### config.mk
export PLATFORM = sky130hd
export DESIGN_NAME = sram_bus_arbiter
export DESIGN_NICKNAME = d
export VERILOG_FILES = /design/src/rtl/sram_bus_arbiter.sv
export SDC_FILE = /design/constraint.sdc
export NUM_CORES = 1
export LEC_CHECK = 0
export BUFFER_PORTS_ARGS = -buffer_cell sky130_fd_sc_hd__clkbuf_2
export CAP_MARGIN = 25
export CORE_UTILIZATION = 35
export DETAILED_ROUTE_END_ITERATION = 6
export HOLD_SLACK_MARGIN = 0.02
export PLACE_DENSITY = 0.64
export SYNTH_ARGS = -nofsm -noshare
export SYNTH_HDL_FRONTEND = slang
export SYNTH_SLANG_ARGS = --single-unit
### constraint.sdc
create_clock -name clk_clk -period 3.54 [get_ports clk_clk]
set_input_delay 0.531 -clock clk_clk [delete_from_list [all_inputs] [get_ports clk_clk]]
set_output_delay 0.531 -clock clk_clk [all_outputs]
set_load 0.05 [all_outputs]
### src/rtl/sram_bus_arbiter.sv
// Two-master round-robin arbiter in front of a single SRAM controller bus.
// One access in flight at a time; a timeout turns a missing downstream acknowledge into an error response.
module sram_bus_arbiter #(
  parameter int unsigned TIMEOUT_CYCLES = 16,
  parameter logic [15:0] ERROR_DATA     = 16'h0000
) (
  input  logic        clk_clk,
  input  logic        reset_reset,
  input  logic        m0_request,
  input  logic [18:0] m0_address,
  input  logic [1:0]  m0_byte_enable,
  input  logic        m0_rw,
  input  logic [15:0] m0_write_data,
  output logic        m0_acknowledge,
  output logic        m0_error,
  output logic [15:0] m0_read_data,
  input  logic        m1_request,
  input  logic [18:0] m1_address,
  input  logic [1:0]  m1_byte_enable,
  input  logic        m1_rw,
  input  logic [15:0] m1_write_data,
  output logic        m1_acknowledge,
  output logic        m1_error,
  output logic [15:0] m1_read_data,
  output logic        bus_enable,
  output logic [18:0] address,
  output logic [1:0]  byte_enable,
  output logic        rw,
  output logic [15:0] write_data,
  input  logic        acknowledge,
  input  logic [15:0] read_data,
  output logic [1:0]  grant,
  output logic        busy
);

  // state      | meaning
  // ST_IDLE    | no owner; requests sampled every edge
  // ST_ACCESS  | bus_enable high, waiting for controller acknowledge or timeout
  // ST_RESPOND | one-cycle acknowledge back to the owning master
  typedef enum logic [1:0] {ST_IDLE, ST_ACCESS, ST_RESPOND} state_t;

  localparam logic [7:0] TIMER_LOAD = 8'(TIMEOUT_CYCLES - 1);

  state_t      state, state_next;
  logic [7:0]  timer, timer_next;
  logic        last_grant, last_grant_next;
  logic        winner, resp_valid, resp_err;
  logic [15:0] resp_data;
  logic        bus_enable_next, rw_next, busy_next;
  logic [18:0] address_next;
  logic [1:0]  byte_enable_next, grant_next;
  logic [15:0] write_data_next, m0_rd_next, m1_rd_next;
  logic        m0_ack_next, m1_ack_next, m0_err_next, m1_err_next;

  // On contention the master that did not win last time gets the bus.
  assign winner = (m0_request && m1_request) ? ~last_grant : m1_request;

  always_comb begin
    state_next       = state;
    timer_next       = timer;
    last_grant_next  = last_grant;
    bus_enable_next  = bus_enable;
    address_next     = address;
    byte_enable_next = byte_enable;
    rw_next          = rw;
    write_data_next  = write_data;
    grant_next       = grant;
    busy_next        = busy;
    m0_ack_next      = 1'b0;
    m1_ack_next      = 1'b0;
    m0_err_next      = 1'b0;
    m1_err_next      = 1'b0;
    m0_rd_next       = m0_read_data;
    m1_rd_next       = m1_read_data;
    resp_valid       = 1'b0;
    resp_err         = 1'b0;
    resp_data        = 16'h0000;
    case (state)
      ST_IDLE: begin
        if (m0_request || m1_request) begin
          address_next     = winner ? m1_address     : m0_address;
          byte_enable_next = winner ? m1_byte_enable : m0_byte_enable;
          rw_next          = winner ? m1_rw          : m0_rw;
          write_data_next  = winner ? m1_write_data  : m0_write_data;
          grant_next       = winner ? 2'b10 : 2'b01;
          last_grant_next  = winner;
          bus_enable_next  = 1'b1;
          busy_next        = 1'b1;
          timer_next       = TIMER_LOAD;
          state_next       = ST_ACCESS;
        end
      end
      ST_ACCESS: begin
        // acknowledge wins over a timeout landing on the same edge
        if (acknowledge) begin
          resp_valid = 1'b1;
          resp_data  = rw ? read_data : 16'h0000;
        end else if (timer == 8'd0) begin
          resp_valid = 1'b1;
          resp_err   = 1'b1;
          resp_data  = ERROR_DATA;
        end else begin
          timer_next = timer - 8'd1;
        end
        if (resp_valid) begin
          bus_enable_next = 1'b0;
          state_next      = ST_RESPOND;
          if (grant[1]) begin
            m1_ack_next = 1'b1;
            m1_err_next = resp_err;
            m1_rd_next  = resp_data;
          end else begin
            m0_ack_next = 1'b1;
            m0_err_next = resp_err;
            m0_rd_next  = resp_data;
          end
        end
      end
      ST_RESPOND: begin
        grant_next = 2'b00;
        busy_next  = 1'b0;
        state_next = ST_IDLE;
      end
      default: state_next = ST_IDLE;
    endcase
  end

  always_ff @(posedge clk_clk or posedge reset_reset) begin
    if (reset_reset) begin
      state          <= ST_IDLE;
      timer          <= 8'd0;
      last_grant     <= 1'b1;
      bus_enable     <= 1'b0;
      address        <= '0;
      byte_enable    <= '0;
      rw             <= 1'b0;
      write_data     <= '0;
      grant          <= '0;
      busy           <= 1'b0;
      m0_acknowledge <= 1'b0;
      m1_acknowledge <= 1'b0;
      m0_error       <= 1'b0;
      m1_error       <= 1'b0;
      m0_read_data   <= '0;
      m1_read_data   <= '0;
    end else begin
      state          <= state_next;
      timer          <= timer_next;
      last_grant     <= last_grant_next;
      bus_enable     <= bus_enable_next;
      address        <= address_next;
      byte_enable    <= byte_enable_next;
      rw             <= rw_next;
      write_data     <= write_data_next;
      grant          <= grant_next;
      busy           <= busy_next;
      m0_acknowledge <= m0_ack_next;
      m1_acknowledge <= m1_ack_next;
      m0_error       <= m0_err_next;
      m1_error       <= m1_err_next;
      m0_read_data   <= m0_rd_next;
      m1_read_data   <= m1_rd_next;
    end
  end

endmodule

==> out/metrics.yaml, run 1 <==
outcome:
  outcome: "completed"
power:
  power_frac_seq_pct: 30.1
  power_density_nw_per_um2: 1080
  p_leak_uw: 0.00266
  p_int_uw: 2860
  switchingPower_uw: 2950
  p_clk_share_pct: 16.3
  swShare_pct: 50.7
  p_comb_share_pct: 53.6
  vdd_drop_max_uv: 594
  p_total_uw: 5810
timing:
  fmax_mhz: 514
  fin_crit_ns: 1.95
  maxSlewViolCount: 0
  finClkSkew_ns: 0.00623
  period_share_pct: 55.0
  fin_tns_setup_ns: 0
  worst_pin_slew_ns: 0.765
  max_slew_margin_pct: 49.0
  hold_viol: 0
  rsz0062_at_grt: "false"
  setup_violations: 0
critical_path:
  cp_data_arrival_time_ns: 2.22
  cp_top_family: "simple AND/OR/NAND/NOR gates"
  slowest_stage: "dfrtp_1"
  r2r-start: "state[1]"
  setup.worst_path.end_class: "register"
  startpoint: "state[1]"
  start_kind: "register"
  path_buf_inv: 1
  path_cells: "nor2_2 -> and3_1 -> buf_4 -> a221o_1"
  crit_type: "register to register"
  critPathMaxFanout: 26
  worstPathRequired_ns: 3.81
  slowest_delay_ns: 0.57
synth:
  synth_edf_count: 0
  ys.flop_type: "dfrtp_1"
  syn_area_sq_um: 4100
  ys_async_sr_fraction_pct: 100
  syn-num-nets: 453
  synthDistinctLibCells: 46
  netlist_instances: 354
  syn_area_per_cell_sq_um: 11.6
  synth-seq-area-share_pct: 54.4
  yosysWarningCount: 0
  yosys_register_bits: 89
flow_run:
  cap_violations: 0
cts:
  clk_pin_slew_worst_paths_ns: 0.06
  clkSinkCount: 89
  cts_resized: 0
  cts_buffer_depth: 2
  cts_tree: "yes"
  cts-htree-levels: 3
  cts_inserted_buffers: 9
  clk_latency_ns: 0.34
  post_cts_buffers: 0
  ctsHoldBuffers: 0
  cts-root-buf: "clkbuf_16"
placement:
  hpwlAfterDp_microns: 7940
  dp_cells: 648
  placed_cell_area_sq_um: 5030
  gp_congestion: 0.740
  io_buffer_count: 174
final_layout:
  final_area_sq_um: 5360
  antennaDiodeCount: 0
  seq_area_sq_um: 2230
  mostFrequentLayoutCells: "clkbuf_2, dfrtp_1, a31oi_1"
  drive_above_1_share_pct: 41.7
  nets: 616
  finish.utilization_pct: 46.9
  layout_commonest_cell: "clkbuf_2"
  fillers: 1089
  multi_input_area_sq_um: 1640
  final-instance-count-excl-fill: 664
  area_growth_pct: 30.8
global_routing:
  grt_max_degree: 52
  grt_antenna_before_repair: 0
  grt-ovfl-total: 0
  gr-usage-all-layers_pct: 19.0
  grt_pass1_wl_microns: 17500
  grt_pass1_vias: 3493
route:
  initialDrtViolationCount: 247
  vias_per_cell: 5.57
  drc: 0
  wl_microns: 11300
  vias: 3697
  detail_route.wl_per_cell_microns: 17.0
  drtAntennaViolNets: 0
  firstDrtPassIters: 4
die:
  rows: 39
  die-area_sq_um: 12100
  die_w_microns: 110
  floorplan.initialDensity_pct: 35.9
  die_height_microns: 110
  ios: 175
  core-area_sq_um: 11400
hold_path:
  hold_class: "input pin to asynchronous set/reset pin"
==> sequential cells by signal (all words and copies together) (netlist names) <==
name            cells
m1_read_data       16
m1_error            1
state               2
timer               8
m0_error            1
m1_acknowledge      1
rw                  1
address            19
grant               2
busy                1
m0_acknowledge      1
last_grant          1
m0_read_data       16
bus_enable          1
write_data         16
byte_enable         2
==> power by group through the flow <==
stage	Combinational [uW]	Sequential, uW	Clock [uW]
5_1_grt	3320	1810	1010
3_3_place_gp	3070	1750	0
3_5_place_dp	3130	1750	0
2_1_floorplan	1040	3080	0
6_report	3110	1750	949
4_1_cts	3130	1750	980
==> per-layer routing <==
metal	part of all wire, %	GRT usage (%)
met5	0	0
met4	1.5	7.80
met3	8.7	5.53
met2	46	30.0
met1	44	24.6
==> metrics by stage <==
stage	hold WS, ns	worst slack (ns)
2_1_floorplan	0.477	0.704
3_3_place_gp	0.502	1.41
3_5_place_dp	0.509	1.35
4_1_cts	0.271	1.34
5_1_grt	0.301	1.46
6_report	0.250	1.59
==> final timing paths <==
kind / slack [ns] / endpoint / depth (start not counted)
max in group asynchronous: 2.54 / last_grant / 3
worst min register to register: 0.51 / bus_enable / 2
min in group clk_clk: 0.42 / address[16] / 2
worst max-delay path: 1.59 / write_data[2] / 4
worst max register to register: 1.59 / write_data[2] / 4
worst min-delay path: 0.25 / address[11] / 2
==> synthesized netlist by cell type, types with 2 or more instances <==
cell,number,area (sq um)
nand2b_1,3,18.8
mux2i_1,7,70.1
o21ai_0,5,25.0
nand3_1,3,15.0
clkbuf_1,6,22.5
nor3_2,2,20.0
and2_1,2,12.5
buf_2,14,70.1
a31oi_1,64,400
dfrtp_1,88,2200
and3_1,2,12.5
a221o_1,38,380
a21o_1,2,15.0
buf_6,5,56.3
nand2_1,19,71.3
buf_4,7,52.6
inv_2,2,7.51
a21oi_1,7,35.0
inv_1,5,18.8
nor2_2,2,12.5
a21boi_0,39,293
ha_1,2,25.0
nor2_1,7,26.3
==> cell type report <==
| class | count | share of cell area [%] |
|---|---|---|
| flip-flops and latches | 89 | 41.6 |
| multi-input cells | 226 | 30.6 |
| repair buffers | 184 | 18.4 |
| clock buffers | 12 | 4.79 |
| well taps | 143 | 3.34 |
| clock inverters | 3 | 0.747 |
| inverters | 7 | 0.514 |
==> cell families (layout without fill, tap and decap cells) <==
family,Yosys count,after routing,share of synthesized area (%)
buffers and inverters,39,206,5.56
adder cells (fa/ha/maj),2,2,0.611
multiplexers,7,7,1.71
flip-flops,89,89,54.4
AND/OR/NAND/NOR,54,54,7.76
AO/OA/AOI/OAI,163,163,30.0
Power figures use the tool's default switching activity.
==> inputs of run 2 (changes only) <==
Settings changed: ABC_AREA set to 1, PLACE_DENSITY 0.64 to 0.66.
Clock period 3.54 ns to 1.7 ns, I/O delays scaled along.
==> run 2 against run 1 <==
  * The run now ends with design-rule violations left
  * Wire length fell by 10%
  * Via count fell by 1.8%
  * Worst setup slack got worse by 1.5 ns
  * Sequential power rose by 120%
  * First-iteration DRC count rose by 1.2%
  * Sequential share of layout area fell by 0.86 points
  * Largest power group unchanged
==> out/metrics.yaml, run 2 <==
synth:
  ys.flop_type: "dfrtp_1"
  synthTopCellsByCount: "nand2_1, dfrtp_1, nand3_1"
  synth.largest_area_cell: "dfrtp_1"
  syn_area_sq_um: 4160  # +1.5%
  synth_edf_count: 0  # unchanged
  synth_area_leaders: "dfrtp_1, nand2_1, nand3_1"
  synthDistinctLibCells: 26  # -43%
  netlist_instances: 457  # +29%
  synth_top_area_share_pct: 53.0  # -0.78 points
  syn_area_per_cell_sq_um: 9.10  # -21%
  ys_async_sr_fraction_pct: 100  # unchanged
  yosys.cell_count.top_type: "nand2_1"
  synth-seq-area-share_pct: 53.6  # -0.79 points
  syn-num-nets: 556  # +23%
  yosysWarningCount: 0  # unchanged
  yosys_register_bits: 89  # unchanged
timing:
  fin_tns_setup_ns: 0  # unchanged
  maxSlewViolCount: 0  # unchanged
  fmax_mhz: 629  # +22%
  rsz0062_at_grt: "true"
  hold_viol: 0  # unchanged
  setup_ws_ns: 0.111  # -1.48 ns
  finClkSkew_ns: 0.00639  # +0.000163 ns
  fin_crit_ns: 1.59  # -0.357 ns
  worst_pin_slew_ns: 0.561  # -0.204 ns
  period_share_pct: 93.5  # +38 points
  max_slew_margin_pct: 62.5  # +14 points
  setup_violations: 0  # unchanged
hold_path:
  hp-start: "m1_write_data[12]"
  hold_class: "input pin to register"
route:
  drtAntennaViolNets: 0  # unchanged
  firstDrtPassIters: 7  # +3
  initialDrtViolationCount: 250  # +1.2%
  vias: 3629  # -1.8%
  drc: 24  # +24
  vias_per_cell: 4.68  # -16%
  wl_microns: 10100  # -10%
  detail_route.wl_per_cell_microns: 13.1  # -23%
placement:
  dp_cells: 759  # +17%
  io_buffer_count: 174  # unchanged
  gp_congestion: 0.805  # +8.8%
  dp_slack_ns: -0.0255  # -1.38 ns
  hpwlAfterDp_microns: 7650  # -3.7%
outcome:
  outcome: "finished, violations left"
  violations: "design-rule violations"
die:
  floorplan.initialDensity_pct: 36.1  # +0.22 points
  die_w_microns: 111  # +0.72%
  die-area_sq_um: 12300  # +1.4%
  die_height_microns: 111  # +0.72%
  ios: 175  # unchanged
  rows: 39  # unchanged
  core-area_sq_um: 11500  # +0.85%
final_layout:
  drive_above_1_share_pct: 44.1  # +2.5 points
  layout_commonest_cell: "clkbuf_2"
  fillers: 1121  # +2.9%
  nets: 727  # +18%
  largest_reg_flops: 19  # unchanged
  seq_area_sq_um: 2230  # unchanged
  mostFrequentLayoutCells: "clkbuf_2, nand2_1, dfrtp_1"
  regMostFlops: "address"
  antennaDiodeCount: 0  # unchanged
  final-instance-count-excl-fill: 775  # +17%
  area_growth_pct: 31.6
  multi_input_area_sq_um: 1690  # +3.1%
global_routing:
  grt_pass1_wl_microns: 17100  # -2.2%
  grt_antenna_before_repair: 0  # unchanged
  grt_max_degree: 40  # -23%
  grt-ovfl-total: 0  # unchanged
  grt_pass1_vias: 3558  # +1.9%
  gr-usage-all-layers_pct: 17.5  # -1.6 points
cts:
  cts_inserted_buffers: 9  # unchanged
  cts-root-buf: "clkbuf_16"
  post_cts_buffers: 0  # unchanged
  clk_latency_ns: 0.33  # about the same
  clkSinkCount: 89  # unchanged
  clk_pin_slew_worst_paths_ns: 0.06  # about the same
  cts_buffer_depth: 2  # unchanged
  cts-htree-levels: 3  # unchanged
  cts_tree: "yes"
critical_path:
  critPathMaxFanout: 33  # +27%
  crit_type: "register to register"
  cp_data_arrival_time_ns: 1.80  # -0.42 ns
  start_kind: "register"
  worstPathRequired_ns: 1.91  # -1.90 ns
  setup.worst_path.end_class: "register"
  r2r-start: "timer[1]"
  startpoint: "timer[1]"
power:
  p_total_uw: 12600  # +120%
  vdd_drop_max_uv: 1080  # +81%
  power_density_nw_per_um2: 2310  # +110%
  p_leak_uw: 0.00287  # +7.6%
flow_run:
  cap_violations: 0  # unchanged
[run 2: cell type report]
type                            instances  area share (%)
Clock inverter                          2           0.252
Sequential cell                        89            40.7
Clock buffer                           13            4.76
Timing Repair Buffer                  184            18.3
Multi-Input combinational cell        319            30.9
Inverter                               25            1.83
Tap cell                              143            3.27
[run 2: power breakdown]
part	internal, uW	switching, uW	leakage (uW)
Sequential	3110	685	0.00114
Clock	1060	753	0.000136
Combinational	1690	5330	0.00159
Total	5860	6760	0.00287
[run 2: repair_timing]
action                                 CTS  global route
resized for setup                        0             6
endpoints found under the hold margin   17             0
hold buffers                             1             0
pin swaps                                0             2
setup endpoints to repair               29            37
[run 2: through the flow]
| step | instance area, sq um | hold slack, ns | util, % |
|---|---|---|---|
| floorplan | 4160 | 0.388 | - |
| global route | 5470 | 0.141 | 47.5 |
| finish | 5470 | 0.137 | 47.5 |
| CTS | 5440 | 0.124 | 47.2 |
| global placement | 5150 | 0.348 | 44.7 |
| detailed placement | 5150 | 0.345 | 44.7 |
[run 2: worst max-delay path, cell delays in order (launching register included)]
cell and delay [ns]:
dfrtp_1 0.39, inv_1 0.12, ha_1 0.17, inv_1 0.06, nor2_4 0.12, nand2_2 0.08
nand2_4 0.13, nand2_8 0.20, nand2_1 0.14, o21ai_2 0.06
[run 2: kinds of logic (layout without fill, tap and decap cells)]
kind of cell / after synthesis / after routing / synth area share [%]
AND/OR/NAND/NOR: 271 / 271 / 30.5
flip-flops: 89 / 89 / 53.6
buffers and inverters: 49 / 224 / 6.62
XOR/XNOR: 1 / 1 / 0.211
adder cells (fa/ha/maj): 2 / 2 / 0.602
AO/OA/AOI/OAI: 45 / 45 / 8.49
[run 2: worst paths after layout]
| check | end | slack, ns | cells after the start |
|---|---|---|---|
| max | m1_read_data[4] | 0.11 | 9 |
| min | write_data[12] | 0.14 | 3 |
| max reg2reg | m1_read_data[4] | 0.11 | 9 |
| min reg2reg | last_grant | 0.47 | 2 |
| max in group asynchronous | last_grant | 0.60 | 4 |
| min in group asynchronous | m0_read_data[0] | 0.55 | 3 |
[run 2: routing by layer]
metal | wire length (microns) | up-vias | track usage (%)
met4 | 169 | 0 | 7.67
li1 | - | 1819 | -
met1 | 4700 | 1640 | 23.4
met3 | 703 | 12 | 3.94
met2 | 4550 | 158 | 27.1
met5 | 0 | - | 0
